## src/rtl/two_ph_pkg.sv

```systemverilog
// Shared definitions for the 2-phase bundled-data bridges: FSM encoding,
// default synchronizer depth and a clog2 helper usable in parameter expressions.
package two_ph_pkg;

    typedef enum logic [1:0] {
        ST_IDLE  = 2'd0,
        ST_SETUP = 2'd1,
        ST_WAIT  = 2'd2
    } tx_state_t;

    localparam int DEFAULT_SYNC_STAGES = 2;

    // Ceiling log2; returns 0 for values <= 1.
    function automatic int clog2(input int value);
        int v;
        int r;
        v = value - 1;
        r = 0;
        while (v > 0) begin
            r++;
            v = v >> 1;
        end
        return r;
    endfunction

endpackage

```

## src/rtl/two_ph_ack_sync.sv

```systemverilog
// Multi-flop synchronizer bringing an asynchronous 2-phase ack level into clk.
// Shared by the transmit and receive side bridges.
module two_ph_ack_sync
    import two_ph_pkg::*;
#(
    parameter int SYNC_STAGES = DEFAULT_SYNC_STAGES
) (
    input  logic clk,
    input  logic rst,
    input  logic ack_async,
    output logic ack_sync
);

    logic [SYNC_STAGES-1:0] sync_reg;

    always_ff @(posedge clk) begin
        if (rst) begin
            sync_reg <= '0;
        end else begin
            sync_reg <= {sync_reg[SYNC_STAGES-2:0], ack_async};
        end
    end

    assign ack_sync = sync_reg[SYNC_STAGES-1];

endmodule

```

## src/rtl/two_ph_sync_tx.sv

```systemverilog
// Synchronous valid/ready to 2-phase bundled-data (mousetrap) launch bridge.
// Optional sticky ack timeout enabled by defining TWO_PH_SYNC_TX_TIMEOUT_EN.
module two_ph_sync_tx
    import two_ph_pkg::*;
#(
    parameter int DW             = 8,
    parameter int SYNC_STAGES    = DEFAULT_SYNC_STAGES,
    parameter int SETUP_CYCLES   = 1,
    parameter int TIMEOUT_CYCLES = 1024
) (
    input  logic          clk,
    input  logic          rst,
    input  logic          in_valid,
    output logic          in_ready,
    input  logic [DW-1:0] in_data,
    output logic          req,
    output logic [DW-1:0] data_out,
    input  logic          ack,
    output logic          busy,
    output logic          err
);

    localparam int SETUP_W = (clog2(SETUP_CYCLES) < 1) ? 1 : clog2(SETUP_CYCLES);
    localparam logic [SETUP_W-1:0] SETUP_LOAD = SETUP_W'(SETUP_CYCLES - 1);

    generate
        if (SYNC_STAGES < 2) begin : g_bad_sync
            $error("two_ph_sync_tx: SYNC_STAGES must be at least 2");
        end
        if (SETUP_CYCLES < 1) begin : g_bad_setup
            $error("two_ph_sync_tx: SETUP_CYCLES must be at least 1");
        end
        if (TIMEOUT_CYCLES < 1) begin : g_bad_timeout
            $error("two_ph_sync_tx: TIMEOUT_CYCLES must be at least 1");
        end
    endgenerate

    tx_state_t            state_reg, state_next;
    logic [SETUP_W-1:0]   setup_cnt_reg, setup_cnt_next;
    logic                 req_reg, req_next;
    logic [DW-1:0]        data_reg, data_next;
    logic                 ack_s;
    logic                 idle_state;
    logic                 busy_state;

    two_ph_ack_sync #(
        .SYNC_STAGES (SYNC_STAGES)
    ) u_ack_sync (
        .clk       (clk),
        .rst       (rst),
        .ack_async (ack),
        .ack_sync  (ack_s)
    );

    always_ff @(posedge clk) begin
        if (rst) begin
            state_reg     <= ST_IDLE;
            setup_cnt_reg <= '0;
            req_reg       <= 1'b0;
            data_reg      <= '0;
        end else begin
            state_reg     <= state_next;
            setup_cnt_reg <= setup_cnt_next;
            req_reg       <= req_next;
            data_reg      <= data_next;
        end
    end

    always_comb begin
        state_next     = state_reg;
        setup_cnt_next = setup_cnt_reg;
        req_next       = req_reg;
        data_next      = data_reg;
        idle_state     = 1'b0;
        busy_state     = 1'b0;
        case (state_reg)
            ST_IDLE: begin
                idle_state = 1'b1;
                if (in_valid) begin
                    data_next      = in_data;
                    setup_cnt_next = SETUP_LOAD;
                    state_next     = ST_SETUP;
                end
            end
            ST_SETUP: begin
                busy_state = 1'b1;
                if (setup_cnt_reg == '0) begin
                    req_next   = ~req_reg;
                    state_next = ST_WAIT;
                end else begin
                    setup_cnt_next = setup_cnt_reg - 1'b1;
                end
            end
            ST_WAIT: begin
                busy_state = 1'b1;
                // Pipeline has consumed the token once the ack phase catches up.
                if (ack_s == req_reg) begin
                    state_next = ST_IDLE;
                end
            end
            default: begin
                state_next = ST_IDLE;
            end
        endcase
    end

    // Ready depends only on state (and reset), never on in_valid.
    assign in_ready = idle_state & ~rst;
    assign busy     = busy_state & ~rst;
    assign req      = req_reg;
    assign data_out = data_reg;

`ifdef TWO_PH_SYNC_TX_TIMEOUT_EN
    localparam int TO_W = clog2(TIMEOUT_CYCLES + 1);
    localparam logic [TO_W-1:0] TO_MAX = TO_W'(TIMEOUT_CYCLES);

    logic [TO_W-1:0] to_cnt_reg;
    logic            err_reg;

    always_ff @(posedge clk) begin
        if (rst) begin
            to_cnt_reg <= '0;
            err_reg    <= 1'b0;
        end else if (state_reg == ST_SETUP && state_next == ST_WAIT) begin
            to_cnt_reg <= '0;
        end else if (state_reg == ST_WAIT && to_cnt_reg != TO_MAX) begin
            to_cnt_reg <= to_cnt_reg + 1'b1;
            // err rises on the same edge the count reaches the limit.
            if (to_cnt_reg == TO_MAX - 1'b1) begin
                err_reg <= 1'b1;
            end
        end
    end

    assign err = err_reg;
`else
    assign err = 1'b0;
`endif

endmodule
```

## config.mk

```make
export PLATFORM = sky130hd
export DESIGN_NAME = two_ph_sync_tx
export DESIGN_NICKNAME = d
export VERILOG_FILES = /design/src/rtl/two_ph_pkg.sv /design/src/rtl/two_ph_ack_sync.sv /design/src/rtl/two_ph_sync_tx.sv
export SDC_FILE = /design/constraint.sdc
export NUM_CORES = 1
export LEC_CHECK = 0
export BUFFER_PORTS_ARGS = -buffer_cell sky130_fd_sc_hd__buf_2
export CAP_MARGIN = 25
export CORE_MARGIN = 2
export CORE_UTILIZATION = 41
export DETAILED_ROUTE_END_ITERATION = 7
export HOLD_SLACK_MARGIN = 0.1
export PLACE_DENSITY = 0.79
export SYNTH_ARGS = -nofsm -noshare
export SYNTH_HDL_FRONTEND = slang
export SYNTH_SLANG_ARGS = --single-unit
```

## constraint.sdc

```tcl
create_clock -name clk -period 1.2 [get_ports clk]
set_input_delay 0.06 -clock clk [delete_from_list [all_inputs] [get_ports clk]]
set_output_delay 0.06 -clock clk [all_outputs]
set_load 0.02 [all_outputs]
```

==> results.env <==
VDD_IR_DROP_MAX_mV=1.01
GRT_OVERFLOW=0
MAPPEDNETLISTNETS=89
R2R-START='state_reg[1]$_SDFFE_PP0P_'
CPLARGESTDELAYFAMILY='simple AND/OR/NAND/NOR gates'
CRITICAL_PATH_CELL_SEQUENCE='buf_6 -> ha_4 -> inv_4 -> or4_4 -> nand3_2'
REG2REG_SETUP_SLACK_NS=-0.11
GP_ROUTABILITY_CONGESTION=0.761
DIE_X_UM=42.7
CORE_AREA_UM2=1350
NUMBER_OF_ENABLE_TYPE_REGISTER_CELLS_IN_THE_SYNTHESIZED_NETLIST=0
MOST_COMMON_CELL_AFTER_LAYOUT_FILL_AND_TAPS_ASIDE='sky130_fd_sc_hd__buf_2'
R2R_END='state_reg[1]$_SDFFE_PP0P_'
TOTALWIRELENGTH_MM=1.67
CRIT_PATH_START='state_reg[1]$_SDFFE_PP0P_'
REPORT.FINAL.SLEW_VIOL_COUNT=0
INITIAL_ANTENNA_VIOLATION_COUNT=0
VIA_COUNT_OF_THE_ROUTED_DESIGN=659
FIRSTDRTPASSITERS=4
ENDPOINT_KIND_OF_THE_WORST_SETUP_TIMING_PATH='flip-flop'
GRT_SETUP_UNREPAIRED='true'
FINALWORSTSETUPSLACK_NS=-0.107
CTS.PATH.MAX_BUFFERS=2
DETAILEDROUTE.FIRSTITERATIONVIOLATIONS=9
ROWS=13
FINALWORSTPATHREQUIREDPERIOD_NS=1.31
CTS.REPORTEDPATHS.CLKPINSLEW_NS=0.08
DIE_HEIGHT_UM=42.7
CLOCK_TREE_ROOT='sky130_fd_sc_hd__clkbuf_4'
FIRST_GLOBAL_VIAS=570
ROUTE.DETAILED.VIAS_PER_INST=5.27
YS_WARN_COUNT=0
PLACEMENT.SETUP.WORST_SLACK_NS=-0.0637
DIEAREA_UM2=1820
NUMPORTBUFFERS=22
OUTCOME='finished with violations'
PATH_BUF_INV=2
FINAL_ANTENNA_NET_COUNT=0
CLOCK_INSERTION_DELAY_AT_THE_LATER_PIN_OF_THE_SKEW_REPORT_NS=0.27
START_KIND='flip-flop'
NUM_IO_PINS=24
SYNTH_AREA_UM2=613
FIN_WORST_SKEW_NS=0.00123
NETLIST_INSTANCES=72
SETUP_VIOLATIONS=4
LARGEST_REGISTER_FF_COUNT=8
SYNTH-SEQ-CELLS=13
FF2FF_PATH_DEPTH=5
PWR_DENSITY_CELL_nW_PER_UM2=1960
TIMING.HOLD.WORST.CLASS='primary input to flip-flop'
TRITONCTS='done'
LAYOUT-DRIVE-GT1-SHARE=0.418
LARGEST_NET_DEGREE_AT_THE_START_OF_GLOBAL_ROUTING=20
AREA.GROWTH.SYNTH_TO_FINAL_PCT=60.0
SYNTH_CELL_TYPE_COUNT=19
CTS_MADE_BUFFERS=3
CP.ARRIVAL_NS=1.52
MOST-COMMON-LAYOUT-CELLS='sky130_fd_sc_hd__buf_2, sky130_fd_sc_hd__nand3_1, sky130_fd_sc_hd__dfxtp_1, sky130_fd_sc_hd__dlygate4sd3_1'
VIOLATIONS='setup timing'
MAXCAPVIOLCOUNT=0
MAXCLOCKFREQUENCY_MHz=765
INITIAL_UTILIZATION=0.454
FILL_CELL_INSTANCE_COUNT_OF_THE_FINAL_LAYOUT=96
HOLD_VIOLATIONS=0
DPL.HPWL_UM=943
ASYNC_FLOP_SHARE=0
TIMING.CRITICAL_PATH.REQUIRED_NS=1.41
WORSTSETUPENDPOINT='state_reg[1]$_SDFFE_PP0P_'
ROUTE.DETAILED.WL_PER_INST_UM=13.4
CRIT_CELLS=5
SYNTH_SEQ_AREA_SHARE=0.424
CRIT_FANOUT=4
LEVEL_COUNT_OF_THE_CLOCK_H_TREE=1
CLOCK_SINKS=13
FIN_CRIT_SH=1.09
DRC=0
SYN_AREA_PER_CELL_UM2=8.52
LEAKAGE_nW=0.446
GRT_FIRST_PASS_WIRELENGTH_MM=2.30
SETUP.WORST_PATH.CLASS='flip-flop to flip-flop'
DP.CELLS=107
DIODES=0
GRT_USE_TOTAL=0.170
CRITICAL_PATH.SLOWEST_CELL='sky130_fd_sc_hd__or4_4'
CRITICAL-PATH-MAX-STAGE-DELAY_NS=0.52
YS_DOMINANT_REG_CELL='sky130_fd_sc_hd__dfxtp_1'
NETS=128
STDCELL_COUNT=125
==> synthesized netlist by cell type, types with 2 or more instances <==
| master | instances | area (um^2) |
|---|---|---|
| sky130_fd_sc_hd__buf_2 | 3 | 15.0 |
| sky130_fd_sc_hd__nand3_1 | 12 | 60.1 |
| sky130_fd_sc_hd__inv_1 | 2 | 7.51 |
| sky130_fd_sc_hd__nand2_1 | 9 | 33.8 |
| sky130_fd_sc_hd__dfxtp_1 | 13 | 260 |
| sky130_fd_sc_hd__xnor2_1 | 2 | 17.5 |
| sky130_fd_sc_hd__nor2b_1 | 5 | 31.3 |
| sky130_fd_sc_hd__a31oi_1 | 2 | 12.5 |
| sky130_fd_sc_hd__a21oi_1 | 8 | 40.0 |
| sky130_fd_sc_hd__ha_1 | 5 | 62.6 |
| sky130_fd_sc_hd__nor4bb_1 | 2 | 20.0 |
| sky130_fd_sc_hd__or4_1 | 2 | 15.0 |
==> where the power goes <==
group / switching (mW) / internal (mW) / total [mW]
registers: 0.0638 / 0.530 / 0.594
clock network: 0.137 / 0.129 / 0.266
logic: 0.533 / 0.531 / 1.06
==> routing by layer <==
layer,wire (um),global-route usage
met5,0,0
met4,27,0.113
met3,94,0.0596
met2,858,0.297
met1,691,0.164
==> worst min-delay path by stage <==
stage	start	end	slack, ns	cells past startpoint
3_3_place_gp	ack	u_ack_sync.sync_reg[0]$_SDFF_PP0_	0.27	2
3_5_place_dp	ack	u_ack_sync.sync_reg[0]$_SDFF_PP0_	0.28	2
6_report	rst	req$_SDFFE_PP0N_	0.18	2
4_1_cts	rst	req$_SDFFE_PP0N_	0.14	2
2_1_floorplan	ack	u_ack_sync.sync_reg[0]$_SDFF_PP0_	0.19	1
5_1_grt	in_valid	data_out[2]$_SDFFE_PP0P_	0.19	3
==> cell families after synthesis <==
kind of cell | Yosys count | synth area share
flops | 13 | 0.424
buf+inv | 8 | 0.0633
xor+xnor | 2 | 0.0286
other cells | 1 | 0.00612
fa+ha+maj | 5 | 0.102
simple gates | 33 | 0.290
compound gates | 10 | 0.0857
==> metrics by stage <==
stage	hold slack (ns)	setup TNS [ns]	power (mW)	area, um^2	utilization
2_1_floorplan	0.188	0	1.08	617	-
3_3_place_gp	0.274	-0.00358	1.29	741	0.549
3_5_place_dp	0.280	-0.192	1.32	741	0.549
4_1_cts	0.140	-0.171	1.74	906	0.671
5_1_grt	0.189	-0.477	2.03	981	0.727
6_report	0.180	-0.279	1.92	981	0.727
==> final cells by class <==
cell class / instances / area [um^2] / share of cell area
tap: 15 / 18.8 / 0.0191
multi-input combinational: 51 / 373 / 0.380
sequential: 13 / 265 / 0.270
timing repair buffer: 39 / 277 / 0.282
clock buffer: 4 / 26.3 / 0.0268
inverter: 3 / 21.3 / 0.0217
==> timing repair <==
action | 4_1_cts | 5_1_grt
gates resized for setup | 10 | 14
endpoints found under the setup margin | 8 | 8
endpoints found under the hold margin | 9 | 0
pin swaps | 1 | 6
hold buffers | 9 | 0
buffers inserted | 4 | 2
No activity file was read; power rests on OpenSTA's default activity.
